===== src/rtl/imm_encoder.sv =====
// Encodes a 32-bit immediate or branch offset into a 24-bit instruction field; result with a one-cycle done pulse.
// Optional IMM_ROTATE_EN: type 00 searches 16 even rotations (one per cycle) for an 8-bit rotated immediate.
module imm_encoder (
  input  logic        clk,
  input  logic        rst,
  input  logic        start,
  input  logic [31:0] value,
  input  logic [1:0]  instr_type,
  output logic [23:0] imm_field,
  output logic        encodable,
  output logic        error,
  output logic        busy,
  output logic        done
);

`ifdef IMM_ROTATE_EN
  typedef enum logic [1:0] {IDLE, CHECK, SEARCH} state_t;
`else
  typedef enum logic {IDLE, CHECK} state_t;
`endif

  state_t      state_q, state_d;
  logic [31:0] val_q, val_d;
  logic [1:0]  type_q, type_d;
  logic [23:0] imm_q, imm_d;
  logic        enc_q, enc_d;
  logic        err_q, err_d;
  logic        done_q, done_d;

  logic [23:0] chk_imm;
  logic        chk_enc;
  logic        chk_err;

`ifdef IMM_ROTATE_EN
  logic [3:0]  rot_q, rot_d;
  logic [63:0] rot_dbl;
  logic [31:0] rot_val;
  logic        rot_match;

  // Upper half of the shifted doubled word is the left rotation.
  assign rot_dbl   = {val_q, val_q} << {rot_q, 1'b0};
  assign rot_val   = rot_dbl[63:32];
  assign rot_match = ~|rot_val[31:8];
`endif

  always_comb begin
    chk_imm = 24'h0;
    chk_enc = 1'b0;
    chk_err = 1'b0;
    case (type_q)
      2'b00: begin
        chk_enc = ~|val_q[31:8];
        chk_imm = {16'h0, val_q[7:0]};
      end
      2'b01: begin
        chk_enc = ~|val_q[31:12];
        chk_imm = {12'h0, val_q[11:0]};
      end
      2'b10: begin
        chk_enc = (val_q[1:0] == 2'b00) && ((&val_q[31:25]) || (~|val_q[31:25]));
        chk_imm = val_q[25:2];
      end
      default: begin
        chk_err = 1'b1;
      end
    endcase
    if (!chk_enc) chk_imm = 24'h0;
  end

  always_comb begin
    state_d = state_q;
    val_d   = val_q;
    type_d  = type_q;
    imm_d   = imm_q;
    enc_d   = enc_q;
    err_d   = err_q;
    done_d  = 1'b0;
`ifdef IMM_ROTATE_EN
    rot_d   = rot_q;
`endif
    case (state_q)
      IDLE: begin
        if (start) begin
          val_d   = value;
          type_d  = instr_type;
          imm_d   = 24'h0;
          enc_d   = 1'b0;
          err_d   = 1'b0;
          state_d = CHECK;
`ifdef IMM_ROTATE_EN
          rot_d   = 4'd0;
          if (instr_type == 2'b00) state_d = SEARCH;
`endif
        end
      end
      CHECK: begin
        imm_d   = chk_imm;
        enc_d   = chk_enc;
        err_d   = chk_err;
        done_d  = 1'b1;
        state_d = IDLE;
      end
`ifdef IMM_ROTATE_EN
      SEARCH: begin
        if (rot_match) begin
          imm_d   = {12'h0, rot_q, rot_val[7:0]};
          enc_d   = 1'b1;
          done_d  = 1'b1;
          state_d = IDLE;
        end else if (rot_q == 4'd15) begin
          imm_d   = 24'h0;
          enc_d   = 1'b0;
          done_d  = 1'b1;
          state_d = IDLE;
        end else begin
          rot_d   = rot_q + 4'd1;
        end
      end
      default: state_d = IDLE;
`endif
    endcase
  end

  always_ff @(posedge clk) begin
    if (rst) begin
      state_q <= IDLE;
      val_q   <= 32'h0;
      type_q  <= 2'b00;
      imm_q   <= 24'h0;
      enc_q   <= 1'b0;
      err_q   <= 1'b0;
      done_q  <= 1'b0;
`ifdef IMM_ROTATE_EN
      rot_q   <= 4'd0;
`endif
    end else begin
      state_q <= state_d;
      val_q   <= val_d;
      type_q  <= type_d;
      imm_q   <= imm_d;
      enc_q   <= enc_d;
      err_q   <= err_d;
      done_q  <= done_d;
`ifdef IMM_ROTATE_EN
      rot_q   <= rot_d;
`endif
    end
  end

  assign imm_field = imm_q;
  assign encodable = enc_q;
  assign error     = err_q;
  assign done      = done_q;
  assign busy      = (state_q != IDLE);

endmodule

===== config.mk =====
export PLATFORM = sky130hd
export DESIGN_NAME = imm_encoder
export DESIGN_NICKNAME = d
export VERILOG_FILES = /design/src/rtl/imm_encoder.sv
export SDC_FILE = /design/constraint.sdc
export NUM_CORES = 1
export LEC_CHECK = 0
export ABC_AREA = 1
export ABC_CLOCK_PERIOD_IN_PS = 1750
export CORE_MARGIN = 2
export CORE_UTILIZATION = 60
export DETAILED_ROUTE_END_ITERATION = 10
export DONT_BUFFER_PORTS = 1
export PLACE_DENSITY = 0.76
export SYNTH_ARGS = -nofsm -noshare
export SYNTH_HDL_FRONTEND = slang
export SYNTH_SLANG_ARGS = --single-unit

===== constraint.sdc =====
create_clock -name clk -period 1.75 [get_ports clk]
set_input_delay 0.2625 -clock clk [delete_from_list [all_inputs] [get_ports clk]]
set_output_delay 0.2625 -clock clk [all_outputs]
set_load 0.05 [all_outputs]

==> impl_metrics.json <==
{
  "status": "finished clean",
  "syn_inst": 334,
  "drc": 0,
  "die_width_um": 71.0,
  "ir_drop_mv": 0.579,
  "critPathMaxFanout": 30,
  "rsz0062_at_grt": "no",
  "root_buffer": "clkbuf_8",
  "regToRegEndpoint": "val_q[1]",
  "grt_start_max_net_pins": 63,
  "finalWorstPathRequiredPeriod_ns": 1.63,
  "synth_nets": 371,
  "gr-total-overflow": 0,
  "min_from": "value[13]",
  "cts.reportedPaths.clkPinSlew_ns": 0.07,
  "synth.distinct_cells": 22,
  "crit_family": "buffers and inverters",
  "timing.final.max_slew_violations": 0,
  "dieHeight_um": 71.0,
  "cp_slowest_cell": "dlygate4sd3_1",
  "diodes": 0,
  "finalSetupTns_ns": 0,
  "htree_levels": 3,
  "worst_pin_slew_ns": 0.545,
  "path_cells": "inv_1 > nand2_4 > buf_12 > a211oi_1 > dlygate4sd3_1",
  "instances_no_fill": 398,
  "post-dp-hpwl_um": 3740,
  "synth.avg_cell_area_um2": 8.07,
  "synth-seq-area-share_pct": 46.0,
  "synth.most_common_cell": "dfxtp_1",
  "cts_buffer_depth": 2,
  "cp-end-kind": "flop",
  "num_rows": 24,
  "synthTopCellsByArea": "dfxtp_1, nand2_1, nor2_1",
  "vias": 2224,
  "area_growth_pct": 13.3,
  "gr-usage-all-layers_pct": 25.0,
  "leakage_nw": 1.09,
  "first_iter_violations": 160,
  "cp_num_buf_inv": 3,
  "clock_latency_ns": 0.34,
  "hold_viol_final": 0,
  "yosys_most_used_dff": "dfxtp_1",
  "placed_cells": 372,
  "grt_pass1_wl_um": 9830,
  "synth-seq-cells": 62,
  "max-slew-margin-rel_pct": 63.6,
  "skew_ns": 0.00774,
  "yosysTopAreaCellShare_pct": 46.0,
  "synth-edff-count": 0,
  "start_util_pct": 61.9,
  "core_mm2": 0.00435,
  "rrSetupSlack_ns": 0.12,
  "crit_path_start_kind": "flop",
  "min_to": "val_q[13]",
  "worstPathArrival_ns": 1.92,
  "required_ns": 2.04,
  "yosys_warnings": 0,
  "finalSetupViolCount": 0,
  "synth_common_cells": "dfxtp_1, nand2_1, nor2_1",
  "max_freq_mhz": 613,
  "synthesis.area_mm2": 0.00270,
  "numClockSinks": 62,
  "gp_congestion": 0.770,
  "port_buffers": 0,
  "async_reset_ff_share_pct": 0,
  "antenna_found_initial": 0,
  "drt_pre_antenna_iters": 4,
  "nets": 378,
  "timing.rr.start": "busy",
  "whs_path_depth": 2,
  "routed_wl_um": 5970,
  "rr_worst_depth": 5,
  "fill_cells": 366,
  "max_stage_delay_ns": 0.57,
  "io_pins": 65,
  "drive_above_1_share_pct": 21.4,
  "maxCapViolCount": 0,
  "ant_nets": 0,
  "synth_area_leader_cell": "dfxtp_1",
  "final.period_utilization_pct": 93.3,
  "grt_pass1_vias": 2131,
  "min_path_type": "input port to flop",
  "cts_tree": "done",
  "wire_per_inst_um": 15.0,
  "post_drt_via_cell_ratio": 5.59,
  "die_area_mm2": 0.00505,
  "cts_buffers": 9,
  "p_per_area_mw_per_mm2": 1060,
  "crit_type": "flop to flop"
}
[registers in the layout, summed over array words and instances, names as in the netlist]
name,count
imm_field,24
val_q,32
busy,1
done,1
encodable,1
error,1
type_q,2
[area by class of cell]
| class | count | area, um2 | share of cell area, % |
|---|---|---|---|
| Sequential cell | 62 | 1240 | 40.7 |
| Multi-Input combinational cell | 220 | 1230 | 40.3 |
| Timing Repair Buffer | 18 | 188 | 6.15 |
| Clock buffer | 12 | 145 | 4.75 |
| Inverter | 30 | 113 | 3.69 |
| Clock inverter | 4 | 70.1 | 2.29 |
| Tap cell | 52 | 65.1 | 2.13 |
[metal layers]
layer | global-route usage [%] | routed length (um) | up-vias
met5 | 0 | 0 | -
met2 | 38.9 | 2840 | 68
met1 | 30.9 | 2650 | 1033
li1 | - | - | 1117
met4 | 8.18 | 62 | 0
met3 | 11.3 | 419 | 6
[repair_timing]
| item | CTS | global route |
|---|---|---|
| endpoints found under the setup margin | 0 | 1 |
| hold buffers | 7 | 2 |
| gates resized for setup | 0 | 1 |
| buffers inserted | 0 | 0 |
| hold endpoints to repair | 62 | 50 |
[worst max path at each step]
stage | start | end | slack [ns] | depth (start not counted)
after CTS | busy | val_q[1] | 0.01 | 5
after global routing | busy | val_q[1] | 0.008 | 5
after global placement | type_q[1] | imm_field[6] | 0.32 | 9
after floorplan | busy | type_q[1] | 0.21 | 6
final | busy | val_q[1] | 0.12 | 5
after detailed placement | type_q[1] | imm_field[3] | 0.25 | 9
[cell families after synthesis]
group	after synthesis	share of synthesized area, %
simple gates	146	26.1
flops	62	46.0
buf+inv	53	8.72
compound gates	73	19.2
[cells in the final DEF (no fill, tap or decap), types with 6 or more instances in the layout]
cell / instances
buf_4: 8
nand3_2: 19
nor2_1: 56
inv_1: 24
clkbuf_8: 10
a211oi_1: 27
a21oi_2: 19
nand3_1: 8
dlygate4sd3_1: 8
a21oi_1: 14
dfxtp_1: 61
o22ai_1: 10
nand2_1: 58
inv_2: 6
[stage by stage]
| stage | utilization [%] | hold WS (ns) | power, mW | cell area (um2) | setup slack (ns) |
|---|---|---|---|---|---|
| after floorplan | - | 0.407 | 1.80 | 2700 | 0.208 |
| after global placement | 62.5 | 0.332 | 1.84 | 2720 | 0.321 |
| after detailed placement | 62.5 | 0.334 | 1.84 | 2720 | 0.254 |
| after CTS | 69.0 | -0.0335 | 3.23 | 3010 | 0.0111 |
| after global routing | 70.1 | 0.0458 | 3.36 | 3050 | 0.00755 |
| final | 70.1 | 0.0585 | 3.24 | 3050 | 0.118 |
[worst register-to-register path, delay by kind of cell, from the launching register on]
kind                   cells  cell delay, ns
buffers and inverters      3            0.92
flip-flops                 1            0.33
AND/OR/NAND/NOR            1            0.13
AO/OA/AOI/OAI              1            0.20
[where the power goes]
part	total, mW	internal (mW)	switching (mW)
sequential	1.51	1.47	0.0379
clock	1.37	0.837	0.537
combinational	0.353	0.124	0.230
total	3.24	2.43	0.804
Note: power is estimated with default switching activity, not from simulation.
